<file path="src/rtl/control_sequencer.sv">
// -----------------------------------------------------------------------------
// control_sequencer
// Instruction fetch / execute / memory FSM. Owns the program counter and the
// instruction register and issues the datapath control word each cycle.
// The control word is decoded combinationally from the current state and IR.
//
// Ports:
//   clock_50   : system clock, rising edge
//   clear      : asynchronous reset, active-low
//   run        : level enable, a FETCH only proceeds while high
//   mem_data   : instruction/data word from memory (combinational read)
//   PS         : datapath status, 1 = F is zero
//   Cout       : datapath carry out
//   PC         : instruction address
//   IR_L       : instruction-load strobe
//   WR         : register-file write enable
//   DA/AA/BA   : destination / A / B register addresses
//   FS, Cin, k : function select, ALU carry in, constant operand
//   MA         : 1 = memory address from datapath A bus, 0 = from PC
//   MD         : 1 = register write data from memory
//   MW         : memory write strobe
//   carry_flag : Cout captured on the last ALU reg-reg write
//   halted     : high in HALT state
// -----------------------------------------------------------------------------
module control_sequencer #(
   parameter int         PC_W     = 16,
   parameter logic [4:0] FS_PASSA = 5'b00000,
   parameter logic [4:0] FS_LOADK = 5'b01111
) (
   input  logic            clock_50,
   input  logic            clear,
   input  logic            run,
   input  logic [15:0]     mem_data,
   input  logic            PS,
   input  logic            Cout,
   output logic [PC_W-1:0] PC,
   output logic            IR_L,
   output logic            WR,
   output logic [2:0]      DA,
   output logic [2:0]      AA,
   output logic [2:0]      BA,
   output logic [4:0]      FS,
   output logic            Cin,
   output logic [15:0]     k,
   output logic            MA,
   output logic            MD,
   output logic            MW,
   output logic            carry_flag,
   output logic            halted
);

   typedef enum logic [1:0] {
      ST_FETCH = 2'b00,
      ST_EXEC  = 2'b01,
      ST_MEM   = 2'b10,
      ST_HALT  = 2'b11
   } state_t;

   localparam logic [4:0] OP_LD   = 5'b10000;
   localparam logic [4:0] OP_ST   = 5'b10001;
   localparam logic [4:0] OP_LDI  = 5'b10010;
   localparam logic [4:0] OP_BZ   = 5'b10011;
   localparam logic [4:0] OP_BR   = 5'b10100;
   localparam logic [4:0] OP_HALT = 5'b11111;

   state_t          state_r;
   logic [PC_W-1:0] pc_r;
   logic [15:0]     ir_r;
   logic            carry_flag_r;

   logic [4:0]      op_s;
   logic [15:0]     ksx_s;
   logic [PC_W-1:0] off6_s;

   assign op_s   = ir_r[15:11];
   assign ksx_s  = {{11{ir_r[4]}}, ir_r[4:0]};
   // Branch offset is split around the AA field: {IR[10:8], IR[4:2]}.
   assign off6_s = {{(PC_W-6){ir_r[10]}}, ir_r[10:8], ir_r[4:2]};

   assign PC         = pc_r;
   assign carry_flag = carry_flag_r;

   // State, PC, IR and carry flag sequencing.
   always_ff @(posedge clock_50 or negedge clear) begin
      if (!clear) begin
         state_r      <= ST_FETCH;
         pc_r         <= {PC_W{1'b0}};
         ir_r         <= 16'h0000;
         carry_flag_r <= 1'b0;
      end else begin
         case (state_r)
            ST_FETCH: begin
               if (run) begin
                  ir_r    <= mem_data;
                  pc_r    <= pc_r + {{(PC_W-1){1'b0}}, 1'b1};
                  state_r <= ST_EXEC;
               end else begin
                  state_r <= ST_FETCH;
               end
            end
            ST_EXEC: begin
               if (!op_s[4]) begin
                  carry_flag_r <= Cout;
                  state_r      <= ST_FETCH;
               end else begin
                  case (op_s)
                     OP_LD, OP_ST: state_r <= ST_MEM;
                     OP_BZ: begin
                        // PC already points past the branch; wraps mod 2^PC_W.
                        if (PS) begin
                           pc_r <= pc_r + off6_s;
                        end else begin
                           pc_r <= pc_r;
                        end
                        state_r <= ST_FETCH;
                     end
                     OP_BR: begin
                        pc_r    <= pc_r + off6_s;
                        state_r <= ST_FETCH;
                     end
                     OP_HALT: state_r <= ST_HALT;
                     default: state_r <= ST_FETCH;
                  endcase
               end
            end
            ST_MEM:  state_r <= ST_FETCH;
            ST_HALT: state_r <= ST_HALT;
            default: state_r <= ST_FETCH;
         endcase
      end
   end

   // Control-word decode from state and IR.
   always_comb begin
      IR_L   = 1'b0;
      WR     = 1'b0;
      DA     = 3'd0;
      AA     = 3'd0;
      BA     = 3'd0;
      FS     = 5'b00000;
      Cin    = 1'b0;
      k      = 16'h0000;
      MA     = 1'b0;
      MD     = 1'b0;
      MW     = 1'b0;
      halted = 1'b0;
      case (state_r)
         ST_FETCH: begin
            // Gated by clear so every strobe is low while reset is held.
            IR_L = run & clear;
         end
         ST_EXEC: begin
            DA = ir_r[10:8];
            AA = ir_r[7:5];
            BA = ir_r[4:2];
            if (!op_s[4]) begin
               FS  = op_s;
               Cin = ir_r[0];
               WR  = 1'b1;
            end else begin
               case (op_s)
                  OP_LD, OP_ST: MA = 1'b1;
                  OP_LDI: begin
                     FS = FS_LOADK;
                     k  = ksx_s;
                     WR = 1'b1;
                  end
                  OP_BZ:   FS = FS_PASSA;
                  default: FS = 5'b00000;
               endcase
            end
         end
         ST_MEM: begin
            DA = ir_r[10:8];
            AA = ir_r[7:5];
            BA = ir_r[4:2];
            MA = 1'b1;
            if (op_s == OP_LD) begin
               MD = 1'b1;
               WR = 1'b1;
            end else begin
               MW = 1'b1;
            end
         end
         ST_HALT: halted = 1'b1;
         default: halted = 1'b0;
      endcase
   end

endmodule
</file>
<file path="config.mk">
export PLATFORM = sky130hd
export DESIGN_NAME = control_sequencer
export DESIGN_NICKNAME = d
export VERILOG_FILES = /design/src/rtl/control_sequencer.sv
export SDC_FILE = /design/constraint.sdc
export NUM_CORES = 1
export LEC_CHECK = 0
export CAP_MARGIN = 20
export CELL_PAD_IN_SITES_DETAIL_PLACEMENT = 1
export CELL_PAD_IN_SITES_GLOBAL_PLACEMENT = 1
export CORE_MARGIN = 4
export CORE_UTILIZATION = 35
export CTS_CLUSTER_DIAMETER = 150
export DETAILED_ROUTE_END_ITERATION = 8
export PLACE_DENSITY = 0.85
export SLEW_MARGIN = 10
export SYNTH_ARGS = -nofsm -noshare
export SYNTH_HDL_FRONTEND = slang
export SYNTH_SLANG_ARGS = --single-unit
</file>
<file path="constraint.sdc">
create_clock -name clock_50 -period 3.93 [get_ports clock_50]
set_input_delay 0.786 -clock clock_50 [delete_from_list [all_inputs] [get_ports clock_50]]
set_output_delay 0.786 -clock clock_50 [all_outputs]
set_load 0.01 [all_outputs]
</file>
==> metrics.csv <==
metric,value,unit
Routed Wire Length,6770,µm
Mapped Area,2340,µm²
Die Area,8060,µm²
syn_nets,279,
TritonRoute pass-1 iters,4,
placed wire-length estimate,5090,µm
Gate Count Post-Synth,248,
Post-synth EDFFs,0,
cell with the most instances after synthesis,dfrtp_1,
proportion of power drawn by the clock network,11.9,%
CTS max path bufs,2,
Sink Count,35,
Fin. Hold Viols,0,
Max Slew Vio Count,0,
TritonCTS clock tree,done,
share of cells above drive strength 1,11.3,%
vias in the first global route,2236,
Port Buffers,73,
status,"complete, no violations",
share of the synthesized area in the top cell type,37.4,%
CP Class,reg -> out,
sw power,0.987,mW
setup repair after global routing missed its margin,no,
critical-path maximum fanout,17,
Setup Viol. Count Final,0,
TritonCTS buffer count,5,
Sw Ratio,43.3,%
Ys Warns,0,
first-pass GRT wire length,11400,µm
worst skew pair latency,0.29,ns
Max-cap violations,0,
Power Density,725,nW/µm²
final weighted congestion in routability-driven placement,0.895,
die extent in y,89.8,µm
Area Overhead vs Synth,34.3,%
total global routing overflow,0,
top post-synthesis cells by count,"35 x dfrtp_1, 20 x nor2_1, 19 x and2_1",
Setup TNS,0,ns
leading area contributor after synthesis,dfrtp_1,
largest net degree at the start of global routing,36,
Async SR Flop Fraction,100,%
top_reg_cell synth,dfrtp_1,
Via density,5.41,
register area share after synthesis,37.4,%
crit end category,primary output,
combinational cell fraction of total power,56.7,%
width of the die,89.8,µm
residual DRC count,0,
DR vias,2089,
Max VDD drop,0.307,mV
CP Data Arrival Time,2.71,ns
FMAX,286,MHz
worst-margin pin slew,0.652,ns
WL per Instance,17.5,µm
Int Pwr,1.29,mW
Routed Antenna Nets,0,
"Clk pin slew, worst setup/hold paths",0.08,ns
Tcrit/Tclk final,88.8,%
core area,6420,µm²
Tmin final,3.49,ns
floorplan row count,29,
main area contributors after synthesis,"dfrtp_1 37%, mux2_2 8.2%, and2_1 5.1%, ha_1 4.8%, buf_4 3.8%",
Post-CTS Setup Bufs,0,
CTS H-tree lvls,2,
Inserted Diodes,0,
Top Ports,75,
Root Driver,clkbuf_8,
max-slew headroom at the worst pin,56.5,%
CP startpoint kind,register,
Overall Power,2.28,mW
Synth Area per Inst,9.44,µm²
First DRT Iteration DRCs,94,
Lkg Pwr,1.28,nW
Layout Skew,0.00206,ns
initial antenna violation count,0,
number of distinct library cells after synthesis,53,
Reg power frac,31.4,%
Starting Density,36.5,%
"Req. time, crit path",3.14,ns
register bit total from synthesis,35,
gr usage total,17.2,%
Tightest Hold Check Type,reg -> reg,
final net count,339,
## layout by cell type, fill, tap and decap left out, types with 2 or more instances in the layout
master	netlist	final
inv_1	6	6
a21o_1	2	2
ha_1	9	8
a21oi_1	10	10
or3_1	3	3
nand2_1	16	16
dfrtp_1	35	35
mux2i_1	7	7
o21ai_0	6	6
and2_1	19	19
nand4_1	6	6
nor2b_1	2	2
nand3_1	7	7
mux2_2	17	17
xnor2_1	3	3
nor4_1	3	3
o2111ai_1	2	2
xor2_1	10	10
clkbuf_8	0	5
a211oi_1	2	2
o21bai_1	3	3
nand2b_1	2	2
buf_4	12	4
nor3_1	7	7
a31oi_1	2	2
clkinvlp_4	0	2
clkdlybuf4s50_1	0	72
nor2_1	20	20
## what timing repair did
action	4_1_cts	5_1_grt
hold buffers	0	0
setup endpoints to repair	0	12
resized for setup	0	1
## layout make-up
type                    instances  area, µm²
inverters                       6       22.5
multi-input cells             183       1310
well taps                      77       96.3
fillers                       752       3280
flip-flops and latches         35        876
clock buffers                   5       68.8
repair buffers                 77        756
clock inverters                 3       20.0
## per-layer routing
layer / vias to the layer above / GRT usage (%) / routed length (µm) / share of wire [%]
li1: 983 / - / - / -
met1: 1043 / 21.0 / 2920 / 43
met2: 56 / 30.8 / 3490 / 52
met3: 7 / 3.51 / 281 / 4.1
met4: 0 / 4.85 / 76 / 1.1
met5: - / 0 / 0 / 0
## cell families (layout without fill, tap and decap cells)
logic type / count (synthesis) / count (layout) / share of synthesized area, %
AO/OA/AOI/OAI: 38 / 38 / 11.6
XOR/XNOR: 13 / 13 / 4.86
adder cells (fa/ha/maj): 10 / 10 / 5.66
buffers and inverters: 30 / 91 / 6.89
flip-flops: 35 / 35 / 37.4
multiplexers: 24 / 24 / 11.2
other: 1 / 1 / 0.160
AND/OR/NAND/NOR: 97 / 97 / 22.3
## registers in the layout, indices dropped and copies added, names as in the netlist
register,cells
PC,16
carry_flag,1
ir_r,16
state_r,2
## critical path, cell delays in order (launching register included)
cell	delay, ns
dfrtp_1	0.41
inv_1	0.09
ha_2	0.37
nand2_1	0.21
nor2_1	0.34
and2_1	0.38
clkdlybuf4s50_1	0.61
## worst paths after layout
path | slack (ns) | depth (start not counted) | from | end
worst min-delay path | 0.47 | 1 | PC[15]$_DFFE_PN0P_ | PC[15]$_DFFE_PN0P_
worst max-delay path | 0.44 | 6 | state_r[1]$_DFF_PN0_ | k[9]
min in group asynchronous | 0.56 | 2 | clear | PC[9]$_DFFE_PN0P_
worst min register to register | 0.47 | 1 | PC[15]$_DFFE_PN0P_ | PC[15]$_DFFE_PN0P_
worst max register to register | 0.69 | 10 | state_r[1]$_DFF_PN0_ | PC[14]$_DFFE_PN0P_
max in group asynchronous | 3.04 | 2 | clear | ir_r[9]$_DFFE_PN0P_
## through the flow
step | worst slack, ns | hold WS [ns] | instance area, µm² | instances | utilization (%)
2_1_floorplan | 0.876 | 0.471 | 2340 | 248 | -
3_3_place_gp | 0.764 | 0.462 | 3060 | 378 | 47.6
3_5_place_dp | 0.559 | 0.456 | 3060 | 378 | 47.6
4_1_cts | 0.206 | 0.480 | 3140 | 386 | 49.0
5_1_grt | 0.234 | 0.491 | 3150 | 386 | 49.0
6_report | 0.439 | 0.472 | 3150 | 386 | 49.0
## power by group through the flow
stage	Sequential, mW	Clock [mW]	Combinational (mW)
after floorplan	0.647	0	0.826
after global placement	0.712	0	1.26
after detailed placement	0.720	0	1.30
after CTS	0.715	0.280	1.31
after global routing	0.754	0.293	1.42
final	0.715	0.271	1.29
(Power assumes the default switching activity.)
